`config.mk`:
```
export PLATFORM = sky130hd
export DESIGN_NAME = pc_link_unit_flat
export DESIGN_NICKNAME = d
export VERILOG_FILES = /design/src/rtl/pc_link_if.sv /design/src/rtl/pc_link_unit.sv /design/src/flat_wrapper.sv
export SDC_FILE = /design/constraint.sdc
export NUM_CORES = 1
export LEC_CHECK = 0
export CAP_MARGIN = 10
export CELL_PAD_IN_SITES_DETAIL_PLACEMENT = 1
export CELL_PAD_IN_SITES_GLOBAL_PLACEMENT = 2
export CORE_ASPECT_RATIO = 1.1
export CORE_MARGIN = 4
export CORE_UTILIZATION = 35
export CTS_CLUSTER_DIAMETER = 80
export CTS_CLUSTER_SIZE = 8
export DETAILED_ROUTE_END_ITERATION = 12
export PLACE_DENSITY = 0.9
export SYNTH_ARGS = -nofsm -noshare
export SYNTH_HDL_FRONTEND = slang
export SYNTH_SLANG_ARGS = --single-unit
```
`constraint.sdc`:
```
create_clock -name clk -period 2.9 [get_ports clk]
set_clock_uncertainty 0.2 [all_clocks]
set_input_delay 0.29 -clock clk [delete_from_list [all_inputs] [get_ports clk]]
set_output_delay 0.29 -clock clk [all_outputs]
set_load 0.01 [all_outputs]
```
`src/rtl/pc_link_if.sv`:
```
// Bus between EXE-stage branch resolution and the PC/link-stack unit.
// There is no valid/ready handshake: stall is the only flow control, and every unstalled edge consumes op.
interface pc_link_if #(
   parameter int AW    = 8,
   parameter int DEPTH = 4
);
   localparam int DW = $clog2(DEPTH + 1);

   logic          stall;
   logic [3:0]    op;
   logic          brx;
   logic [1:0]    zn;
   logic [AW-1:0] target;
   logic          err_clr;

   logic [AW-1:0] pc;
   logic          flush;
   logic [AW-1:0] link_top;
   logic [DW-1:0] depth;
   logic          full;
   logic          empty;
   logic          ovf_err;
   logic          unf_err;

   modport master (
      output stall, op, brx, zn, target, err_clr,
      input  pc, flush, link_top, depth, full, empty, ovf_err, unf_err
   );

   modport slave (
      input  stall, op, brx, zn, target, err_clr,
      output pc, flush, link_top, depth, full, empty, ovf_err, unf_err
   );
endinterface

```
`src/rtl/pc_link_unit.sv`:
```
// Program counter with a hardware return-address (link) stack; state updates on negedge clk.
// Define RAS_WRAP_EN to make a call on a full stack overwrite the oldest link instead of flagging overflow.
module pc_link_unit #(
   parameter int            AW       = 8,
   parameter int            DEPTH    = 4,
   parameter logic [AW-1:0] RESET_PC = '0
) (
   input  logic     clk,
   input  logic     rst,
   pc_link_if.slave bus
);
   localparam int DW  = $clog2(DEPTH + 1);
   localparam int SPW = $clog2(DEPTH);

   localparam logic [3:0] OP_BR  = 4'h9;
   localparam logic [3:0] OP_BRC = 4'ha;
   localparam logic [3:0] OP_SUB = 4'hb;
   localparam logic [3:0] OP_RET = 4'hc;

   logic [AW-1:0]  pc_q, pc_d;
   logic           flush_q, flush_d;
   logic [SPW-1:0] sp_q, sp_d;
   logic [DW-1:0]  depth_q, depth_d;
   logic           ovf_q, ovf_d;
   logic           unf_q, unf_d;
   logic [AW-1:0]  stack_q [DEPTH];

   logic [AW-1:0]  seq;
   logic [SPW-1:0] sp_inc, sp_dec;
   logic           full_w, empty_w, taken;
   logic [AW-1:0]  link_top_w;
   logic           push_en, ovf_set, unf_set;

   assign seq        = pc_q + AW'(1);
   // The pointer wraps mod DEPTH explicitly so non-power-of-two depths still work.
   assign sp_inc     = (sp_q == SPW'(DEPTH - 1)) ? '0 : sp_q + SPW'(1);
   assign sp_dec     = (sp_q == '0) ? SPW'(DEPTH - 1) : sp_q - SPW'(1);
   assign full_w     = (depth_q == DW'(DEPTH));
   assign empty_w    = (depth_q == '0);
   assign link_top_w = empty_w ? '0 : stack_q[sp_dec];
   assign taken      = bus.brx ? bus.zn[0] : bus.zn[1];

   always_comb begin
      pc_d    = pc_q;
      flush_d = 1'b0;
      sp_d    = sp_q;
      depth_d = depth_q;
      push_en = 1'b0;
      ovf_set = 1'b0;
      unf_set = 1'b0;
      if (!bus.stall) begin
         pc_d = seq;
         case (bus.op)
            OP_RET: begin
               if (!empty_w) begin
                  pc_d    = link_top_w;
                  sp_d    = sp_dec;
                  depth_d = depth_q - DW'(1);
                  flush_d = 1'b1;
               end else begin
                  unf_set = 1'b1;
               end
            end
            OP_SUB: begin
               pc_d    = bus.target;
               flush_d = 1'b1;
               if (!full_w) begin
                  push_en = 1'b1;
                  sp_d    = sp_inc;
                  depth_d = depth_q + DW'(1);
               end else begin
`ifdef RAS_WRAP_EN
                  push_en = 1'b1;
                  sp_d    = sp_inc;
`else
                  ovf_set = 1'b1;
`endif
               end
            end
            OP_BR: begin
               pc_d    = bus.target;
               flush_d = 1'b1;
            end
            OP_BRC: begin
               if (taken) begin
                  pc_d    = bus.target;
                  flush_d = 1'b1;
               end
            end
            default: ;
         endcase
      end
      // A set on the same edge as a clear wins.
      ovf_d = ovf_set | (ovf_q & ~bus.err_clr);
      unf_d = unf_set | (unf_q & ~bus.err_clr);
   end

   always_ff @(negedge clk or posedge rst) begin
      if (rst) begin
         pc_q    <= RESET_PC;
         flush_q <= 1'b0;
         sp_q    <= '0;
         depth_q <= '0;
         ovf_q   <= 1'b0;
         unf_q   <= 1'b0;
         for (int i = 0; i < DEPTH; i++) stack_q[i] <= '0;
      end else begin
         pc_q    <= pc_d;
         flush_q <= flush_d;
         sp_q    <= sp_d;
         depth_q <= depth_d;
         ovf_q   <= ovf_d;
         unf_q   <= unf_d;
         if (push_en) stack_q[sp_q] <= seq;
      end
   end

   assign bus.pc       = pc_q;
   assign bus.flush    = flush_q;
   assign bus.link_top = link_top_w;
   assign bus.depth    = depth_q;
   assign bus.full     = full_w;
   assign bus.empty    = empty_w;
   assign bus.ovf_err  = ovf_q;
   assign bus.unf_err  = unf_q;
endmodule
```
`src/flat_wrapper.sv`:
```
// flat-port wrapper written by rule: the top's interface ports become plain ports
module pc_link_unit_flat 
#(
   parameter int            AW       = 8,
   parameter int            DEPTH    = 4,
   parameter logic [AW-1:0] RESET_PC = '0
)
  (clk, rst, bus_stall, bus_op, bus_brx, bus_zn, bus_target, bus_err_clr, bus_pc, bus_flush, bus_link_top, bus_depth, bus_full, bus_empty, bus_ovf_err, bus_unf_err);
  pc_link_if #(.AW(AW), .DEPTH(DEPTH)) bus_i ();
  input  logic clk;
  input  logic rst;
  input wire logic [$bits(bus_i.stall)-1:0] bus_stall;
  input wire logic [$bits(bus_i.op)-1:0] bus_op;
  input wire logic [$bits(bus_i.brx)-1:0] bus_brx;
  input wire logic [$bits(bus_i.zn)-1:0] bus_zn;
  input wire logic [$bits(bus_i.target)-1:0] bus_target;
  input wire logic [$bits(bus_i.err_clr)-1:0] bus_err_clr;
  output wire logic [$bits(bus_i.pc)-1:0] bus_pc;
  output wire logic [$bits(bus_i.flush)-1:0] bus_flush;
  output wire logic [$bits(bus_i.link_top)-1:0] bus_link_top;
  output wire logic [$bits(bus_i.depth)-1:0] bus_depth;
  output wire logic [$bits(bus_i.full)-1:0] bus_full;
  output wire logic [$bits(bus_i.empty)-1:0] bus_empty;
  output wire logic [$bits(bus_i.ovf_err)-1:0] bus_ovf_err;
  output wire logic [$bits(bus_i.unf_err)-1:0] bus_unf_err;
  assign bus_i.stall = bus_stall;
  assign bus_i.op = bus_op;
  assign bus_i.brx = bus_brx;
  assign bus_i.zn = bus_zn;
  assign bus_i.target = bus_target;
  assign bus_i.err_clr = bus_err_clr;
  assign bus_pc = bus_i.pc;
  assign bus_flush = bus_i.flush;
  assign bus_link_top = bus_i.link_top;
  assign bus_depth = bus_i.depth;
  assign bus_full = bus_i.full;
  assign bus_empty = bus_i.empty;
  assign bus_ovf_err = bus_i.ovf_err;
  assign bus_unf_err = bus_i.unf_err;
  pc_link_unit #(.AW(AW), .DEPTH(DEPTH), .RESET_PC(RESET_PC)) u_core (.clk(clk), .rst(rst), .bus(bus_i));
endmodule
```
# Word-level counts from Yosys, hierarchy flattened
# Index checks and enable logic that the tools add are counted.
# Widths: inputs -> output; s select.
[totals]
reg_bits = 48
inputBits = 19
out_inout_bits = 24
elab_cells = 72
[op_classes]
addsub = 5
magnitude_cmp = 3
n_eq_ne = 8
n_mux = 32
bitwise = 8
reduce_logical = 6
[op_table]
columns = ["cell", "n"]
rows = [
  ["$mux 8", 6],
  ["$bwmux 32", 1],
  ["$pmux 8 s3", 1],
  ["$bmux 8 s2", 1],
  ["$demux 8 s2", 1],
  ["$eq 4x4->1 const B", 4],
  ["$mux 1", 13],
  ["$add 8x1->8 const B", 1],
  ["$mux 2", 4],
  ["$ge 3x3->1 const B", 2],
  ["$mux 3", 2],
  ["$not 2->3", 2],
  ["$pmux 3 s2", 1],
  ["$ne 2x2->1 const B", 2],
  ["$pmux 2 s2", 1],
  ["$reduce_and 4->1", 1],
  ["$add 3x1->3 const B", 1],
  ["$eq 3x3->1 const B", 1],
  ["$logic_not 3->1", 1],
  ["$lt 3x1->1 const B", 1],
  ["$pmux 1 s3", 1],
  ["$sub 3x1->3 const B", 1],
  ["$add 2x1->2 const B", 1],
  ["$and 1x1->1", 2],
  ["other kinds (8)", 10],
]

# Logic depth before layout (Yosys ltp)
[depth]
ltp_word = 9
depth_mapped = 7
depth_no_buf = 6

==> impl_metrics.env <==
export IMPL_r2r_start="u_core.sp_q[0]"
export IMPL_worst_slack_ns=-1.03
export IMPL_core_um2=7130
export IMPL_syn_area_per_cell_um2=11.1
export IMPL_slowest_delay_ns=0.52
export IMPL_die_h_um=98.4
export IMPL_vias=2482
export IMPL_r2r_cells=9
export IMPL_cts_sinks=48
export IMPL_p_switching_uw=1750
export IMPL_crit_slowest_cell="mux4_2"
export IMPL_slew_violations=0
export IMPL_cts_buffer_depth=2
export IMPL_syn_to_final_growth_pct=68.0
export IMPL_crit_type="reg -> out"
export IMPL_dp_slack_ns=-1.08
export IMPL_crit_path_start="u_core.sp_q[1]"
export IMPL_synth_nets=259
export IMPL_crit_arrival_ns=3.44
export IMPL_placementRows=32
export IMPL_finalHoldViolations=0
export IMPL_ys_types=47
export IMPL_seq_area_frac_synth_pct=46.2
export IMPL_fill_cells=728
export IMPL_critPathMaxFanout=3
export IMPL_antenna_found_initial=0
export IMPL_wl_per_cell_um=21.9
export IMPL_ys_top_cells_by_area="dfrtn_1 46%, mux4_2 6.9%, a21oi_1 5.2%"
export IMPL_dieArea_um2=8880
export IMPL_rr_endpoint="u_core.bus.pc[2]"
export IMPL_p_sw_share_pct=38.1
export IMPL_postCtsHoldBufs=0
export IMPL_power_internal_uw=2850
export IMPL_power_frac_clock_pct=9.7
export IMPL_boundaryPins=43
export IMPL_synth_top_area_share_pct=46.2
export IMPL_antenna_cells=0
export IMPL_synth_cells=234
export IMPL_utilization_pct=61.3
export IMPL_routed_wl_um=10000
export IMPL_layout_common_cells="67 x buf_4, 48 x dfrtn_1, 38 x buf_6"
export IMPL_htreeDepth=2
export IMPL_setup_viol=55
export IMPL_cp_start_kind="flip-flop"
export IMPL_grt_pass1_vias=2690
export IMPL_setup_worst_path_end="bus_link_top[4]"
export IMPL_dp_final_hpwl_um=5860
export IMPL_seq_power_share_pct=24.6
export IMPL_setup_tns_ns=-12.01
export IMPL_slew_limit_headroom_pct=52.1
export IMPL_max_slew_worst_pin_slew_ns=0.715
export IMPL_p_leak_uw=0.00193
export IMPL_critical_path_required_ns=2.41
export IMPL_root_buffer="clkbuf_8"
export IMPL_drt_iter0_markers=148
export IMPL_io_buffers=42
export IMPL_endpoint_kind="output pin"
export IMPL_path_common_cell="buf_6"
export IMPL_cts_tree="built"
export IMPL_synth_area_um2=2600
export IMPL_firstDrtPassIters=4
export IMPL_grt_pass1_wl_um=15500
export IMPL_reg2reg_slack_ns=0.42
export IMPL_grt_use_total_pct=22.9
export IMPL_ys_ff_latch=48
export IMPL_cp_cell_sequence="inv_2, ha_4, nand2b_4, buf_6, mux4_2, nor2b_4, buf_6"
export IMPL_gp_congestion=0.798
export IMPL_dieWidth_um=90.2
export IMPL_status="finished with violations"
export IMPL_drv_cap=0
export IMPL_layout_commonest_cell="buf_4"
export IMPL_hp_class="reg -> reg"
export IMPL_drive_gt1_share_pct=59.4
export IMPL_layout_nets=396
export IMPL_place_area_um2=3770
export IMPL_final_area_um2=4370
export IMPL_rsz0062_at_grt="true"
export IMPL_grt_overflow_total=0
export IMPL_worstSkewPairLatency_ns=0.32
export IMPL_synth_top_area_cell="dfrtn_1"
export IMPL_power_uw=4610
export IMPL_p_comb_share_pct=65.7
export IMPL_drtAntennaViolNets=0
export IMPL_violations="setup timing"
export IMPL_clk_pin_slew_worst_paths_ns=0.06
export IMPL_cts_buffers=5
export IMPL_drc=0
export IMPL_grt_max_degree=49
export IMPL_drt_vias_per_instance=5.43
export IMPL_powerDensity_nw_per_um2=1050
export IMPL_start_util_pct=36.5
export IMPL_ys_warn_count=0
export IMPL_ir_drop_v=0.000567
## kinds of logic (layout without fill, tap and decap cells)
kind of cell,count (synthesis),after routing,synth area share [%]
AOI/OAI and AO/OA,55,55,13.9
xor gates and xnor gates,8,8,2.69
adders and majority gates,6,6,3.17
buffers and inverters,21,159,3.99
DFF,48,48,46.2
muxes,18,18,11.2
and+or+nand+nor,78,78,18.8
## sequential cells by signal (all words and copies together), names as in the netlist
register            cells
u_core.bus.unf_err      1
u_core.bus.flush        1
u_core.sp_q             2
u_core.bus.pc           8
u_core.stack_q         32
u_core.bus.ovf_err      1
u_core.bus.depth        3
## layer usage
metal | wire length [µm] | GRT usage (%) | vias to the layer above
li1 | - | - | 1118
met1 | 4040 | 28.6 | 1273
met2 | 5370 | 39.8 | 73
met3 | 381 | 3.66 | 18
met4 | 215 | 8.83 | 0
met5 | 0 | 0 | -
## Yosys cell counts (all sizes together)
library cell   n
nand2         10
fa             1
nor3           3
dfrtn         48
o221ai         5
nor2          33
ha             5
nand4bb        1
a32o           1
nand2b         3
xnor2          4
a221oi         1
mux2i          4
mux4           8
nand3b         2
or2            1
inv            7
nor4b          5
clkbuf         4
o21ai          5
or4b           1
mux2           6
xor2           4
or3            2
nor3b          1
nand4b         2
o31ai          1
o22ai          1
and2           1
a22oi          7
o211ai         2
nor2b         11
a22o           1
a21oi         27
buf           10
o311ai         3
o22a           1
nand3          2
## power groups by stage
stage / Clock (µW) / Combinational (µW) / Sequential (µW)
after global placement: 0 / 2350 / 1120
final: 448 / 3030 / 1130
after detailed placement: 0 / 2420 / 1140
after global routing: 469 / 3210 / 1160
after floorplan: 0 / 1370 / 1180
after CTS: 438 / 2760 / 1120
## stage by stage
| step | std cells | hold WS, ns |
|---|---|---|
| after floorplan | 234 | 0.213 |
| after global placement | 402 | 0.238 |
| after detailed placement | 402 | 0.243 |
| after CTS | 442 | 0.256 |
| after global routing | 457 | 0.272 |
| final | 457 | 0.251 |
## layout make-up
class                           count  area [µm²]  share of cell area (%)
Clock buffer                        7        86.3                    1.97
Multi-Input combinational cell    165        1630                    37.3
Tap cell                           85         106                    2.43
Clock inverter                      1        7.51                   0.172
Sequential cell                    48        1200                    27.5
Inverter                            7        30.0                   0.687
Timing Repair Buffer              144        1310                    30.0
## worst min path at each step
stage,startpoint,end,slack [ns],cells past startpoint
floorplan,u_core.stack_q[25],u_core.stack_q[25],0.21,1
global placement,u_core.stack_q[1],u_core.stack_q[1],0.24,1
detailed placement,u_core.stack_q[1],u_core.stack_q[1],0.24,1
CTS,u_core.stack_q[17],u_core.stack_q[17],0.26,1
global route,u_core.bus.ovf_err,u_core.bus.ovf_err,0.27,1
finish,u_core.bus.ovf_err,u_core.bus.ovf_err,0.25,1
## worst max-delay path: cells and delay by family (launching register included)
family	cells	cell delay, ns
mux	1	0.52
flops	1	0.36
buf+inv	3	0.35
simple gates	2	0.30
fa+ha+maj	1	0.14
## timing repair
| action | CTS | global route |
|---|---|---|
| buffers inserted | 32 | 17 |
| resized for setup | 170 | 24 |
| gates cloned | 2 | 0 |
| pin swaps | 15 | 10 |
| setup endpoints to repair | 72 | 64 |
(Power assumes the default switching activity.)
==> RTL edit: new RTL, config.mk and constraints unchanged <==
`AW` is set to 8 in 3 places; all go to 7.
--- a/src/rtl/pc_link_if.sv
+++ b/src/rtl/pc_link_if.sv
@@ -3,3 +3,3 @@
 interface pc_link_if #(
-   parameter int AW    = 8,
+   parameter int AW    = 7,
    parameter int DEPTH = 4
--- a/src/rtl/pc_link_unit.sv
+++ b/src/rtl/pc_link_unit.sv
@@ -3,3 +3,3 @@
 module pc_link_unit #(
-   parameter int            AW       = 8,
+   parameter int            AW       = 7,
    parameter int            DEPTH    = 4,
--- a/src/flat_wrapper.sv
+++ b/src/flat_wrapper.sv
@@ -3,3 +3,3 @@
 #(
-   parameter int            AW       = 8,
+   parameter int            AW       = 7,
    parameter int            DEPTH    = 4,
Interface: changed (resized bus_link_top, bus_pc and bus_target); port bits go from 43 to 40. The function was not compared with the original's and may differ.
==> RTL edit against the original RTL <==
- the run still ends with setup timing left
- sequential cell count down 5
- wire length fell by 10%
- synthesized cell count fell by 11%
- cell area fell by 16%
- synthesized area down 13%
- clock power is 7.6% lower
- worst setup slack lost 0.21 ns
- total power shrank 11%
==> RTL edit: results (changes against the original RTL) <==
global_routing:
  gr-usage-met2: 0.4197  # +0.02201
  met3_usage: 0.03559  # -0.001054
  grt_pass1_vias: 2478  # -7.9%
  use_met1: 0.2476  # -0.03889
  grt_max_degree: 44  # -10%
logic_synthesis:
  synth_cell_types: 44  # -6.4%
  postSynthNetCount: 233  # -10%
  yosys.area_share.adder: 0.03638  # +0.004653
  synth_common_cells: "dfrtn_1, nor2_1, a21oi_1, inv_1, and2_1"
  synthArstFlopShare: 1.000  # unchanged
  synth.area.top_cells: "dfrtn_1, mux4_2, a21oi_1"
  synth_compound_area_frac: 0.1378  # -0.001606
  ys_seq_area_frac: 0.4741  # +0.01255
power:
  p_leak_nw: 1.688  # -12%
  ir_drop_v: 0.0005074  # -11%
  p_clk_mw: 0.414  # -7.6%
  p_int_mw: 2.522  # -12%
layout:
  register_area_sq_um: 1076  # -10%
  buffers: 118  # -18%
  area_delta_synth_final_pct: 61.85
  nets: 347  # -12%
  nClkBuffers: 5  # -2
  clkCellAreaFrac: 0.02520  # +0.003739
  drive_gt1_frac: 0.5556  # -0.03853
  inverters: 11  # +4
  multi_input_gates: 144  # -13%
  largest_reg_flops: 28  # -13%
  multi_input_area_share: 0.3661  # -0.006494
  fillers: 661  # -9.2%
sta:
  maxSlewHeadroom: 0.4270  # -0.09445
  setup_ws_ns: -1.243  # -0.2080 ns
  setup_viol: 37  # -33%
detailed_routing:
  wl_met2_mm: 4.851  # -9.6%
  via_per_inst: 5.441  # +0.18%
  drtIter0Drc: 107  # -28%
  m1WireLength_mm: 3.390  # -16%
  met3WireLength_microns: 349  # -8.4%
place:
  numPortBuffers: 39  # -7.1%
  placed_area_sq_um: 3251  # -14%
  gp_congestion: 0.8010  # +0.33%
status:
  violations: "setup timing"
  outcome: "finished with violations"
clock_network:
  cts_sinks: 43  # -10%
  ctsResizeCount: 134  # -21%
  post-cts-setup-buffers: 21  # -34%
worst_setup_path:
  critPathMaxFanout: 4  # +1
  worstPathArrival_ns: 3.65  # +0.21 ns
[RTL edit: changes by cell type in the layout (fill, tap and decap cells not counted), moves of 5 or more]
cell     unedited run  this run
a21oi_1             0         9
a21oi_2            27        17
and2_4              0        10
buf_2              16        11
buf_4              67        62
buf_6              38        25
dfrtn_1            48        43
nand2_1            10         4
nor2b_4             9         0
[RTL edit: worst max-delay path, stage by stage, from the launching register on]
cell and delay, ns:
dfrtn_1 0.45, inv_2 0.07, ha_4 0.16, nor2b_1 0.13, buf_4 0.17, buf_6 0.12, mux4_2 0.52, and2_4 0.17
buf_6 0.11
[RTL edit: worst paths after layout]
kind                                                        end  cells past startpoint  slack [ns]                            from
max in group asynchronous          u_core.bus.pc[0]$_DFFE_NP0N_                      3        0.78                             rst
worst max register to register     u_core.bus.pc[3]$_DFFE_NP0N_                      9        0.25      u_core.sp_q[0]$_DFFE_NP0P_
worst min-delay path             u_core.stack_q[20]$_DFFE_NP0P_                      2        0.27  u_core.stack_q[20]$_DFFE_NP0P_
worst max-delay path                            bus_link_top[3]                      8       -1.24      u_core.sp_q[0]$_DFFE_NP0P_
worst min register to register   u_core.stack_q[20]$_DFFE_NP0P_                      2        0.27  u_core.stack_q[20]$_DFFE_NP0P_
min in group asynchronous       u_core.bus.depth[2]$_DFFE_NP0P_                      3        1.46                             rst
[RTL edit: metrics by stage]
| step | TNS (ns) | power (mW) | setup WS [ns] | cells |
|---|---|---|---|---|
| detailed placement | -42.07 | 3.232 | -1.140 | 365 |
| global placement | -40.22 | 3.118 | -1.091 | 365 |
| finish | -10.07 | 4.120 | -1.243 | 404 |
| floorplan | -8.529 | 2.249 | -0.6386 | 209 |
| global route | -11.68 | 4.353 | -1.283 | 404 |
| CTS | -8.869 | 3.891 | -1.138 | 395 |
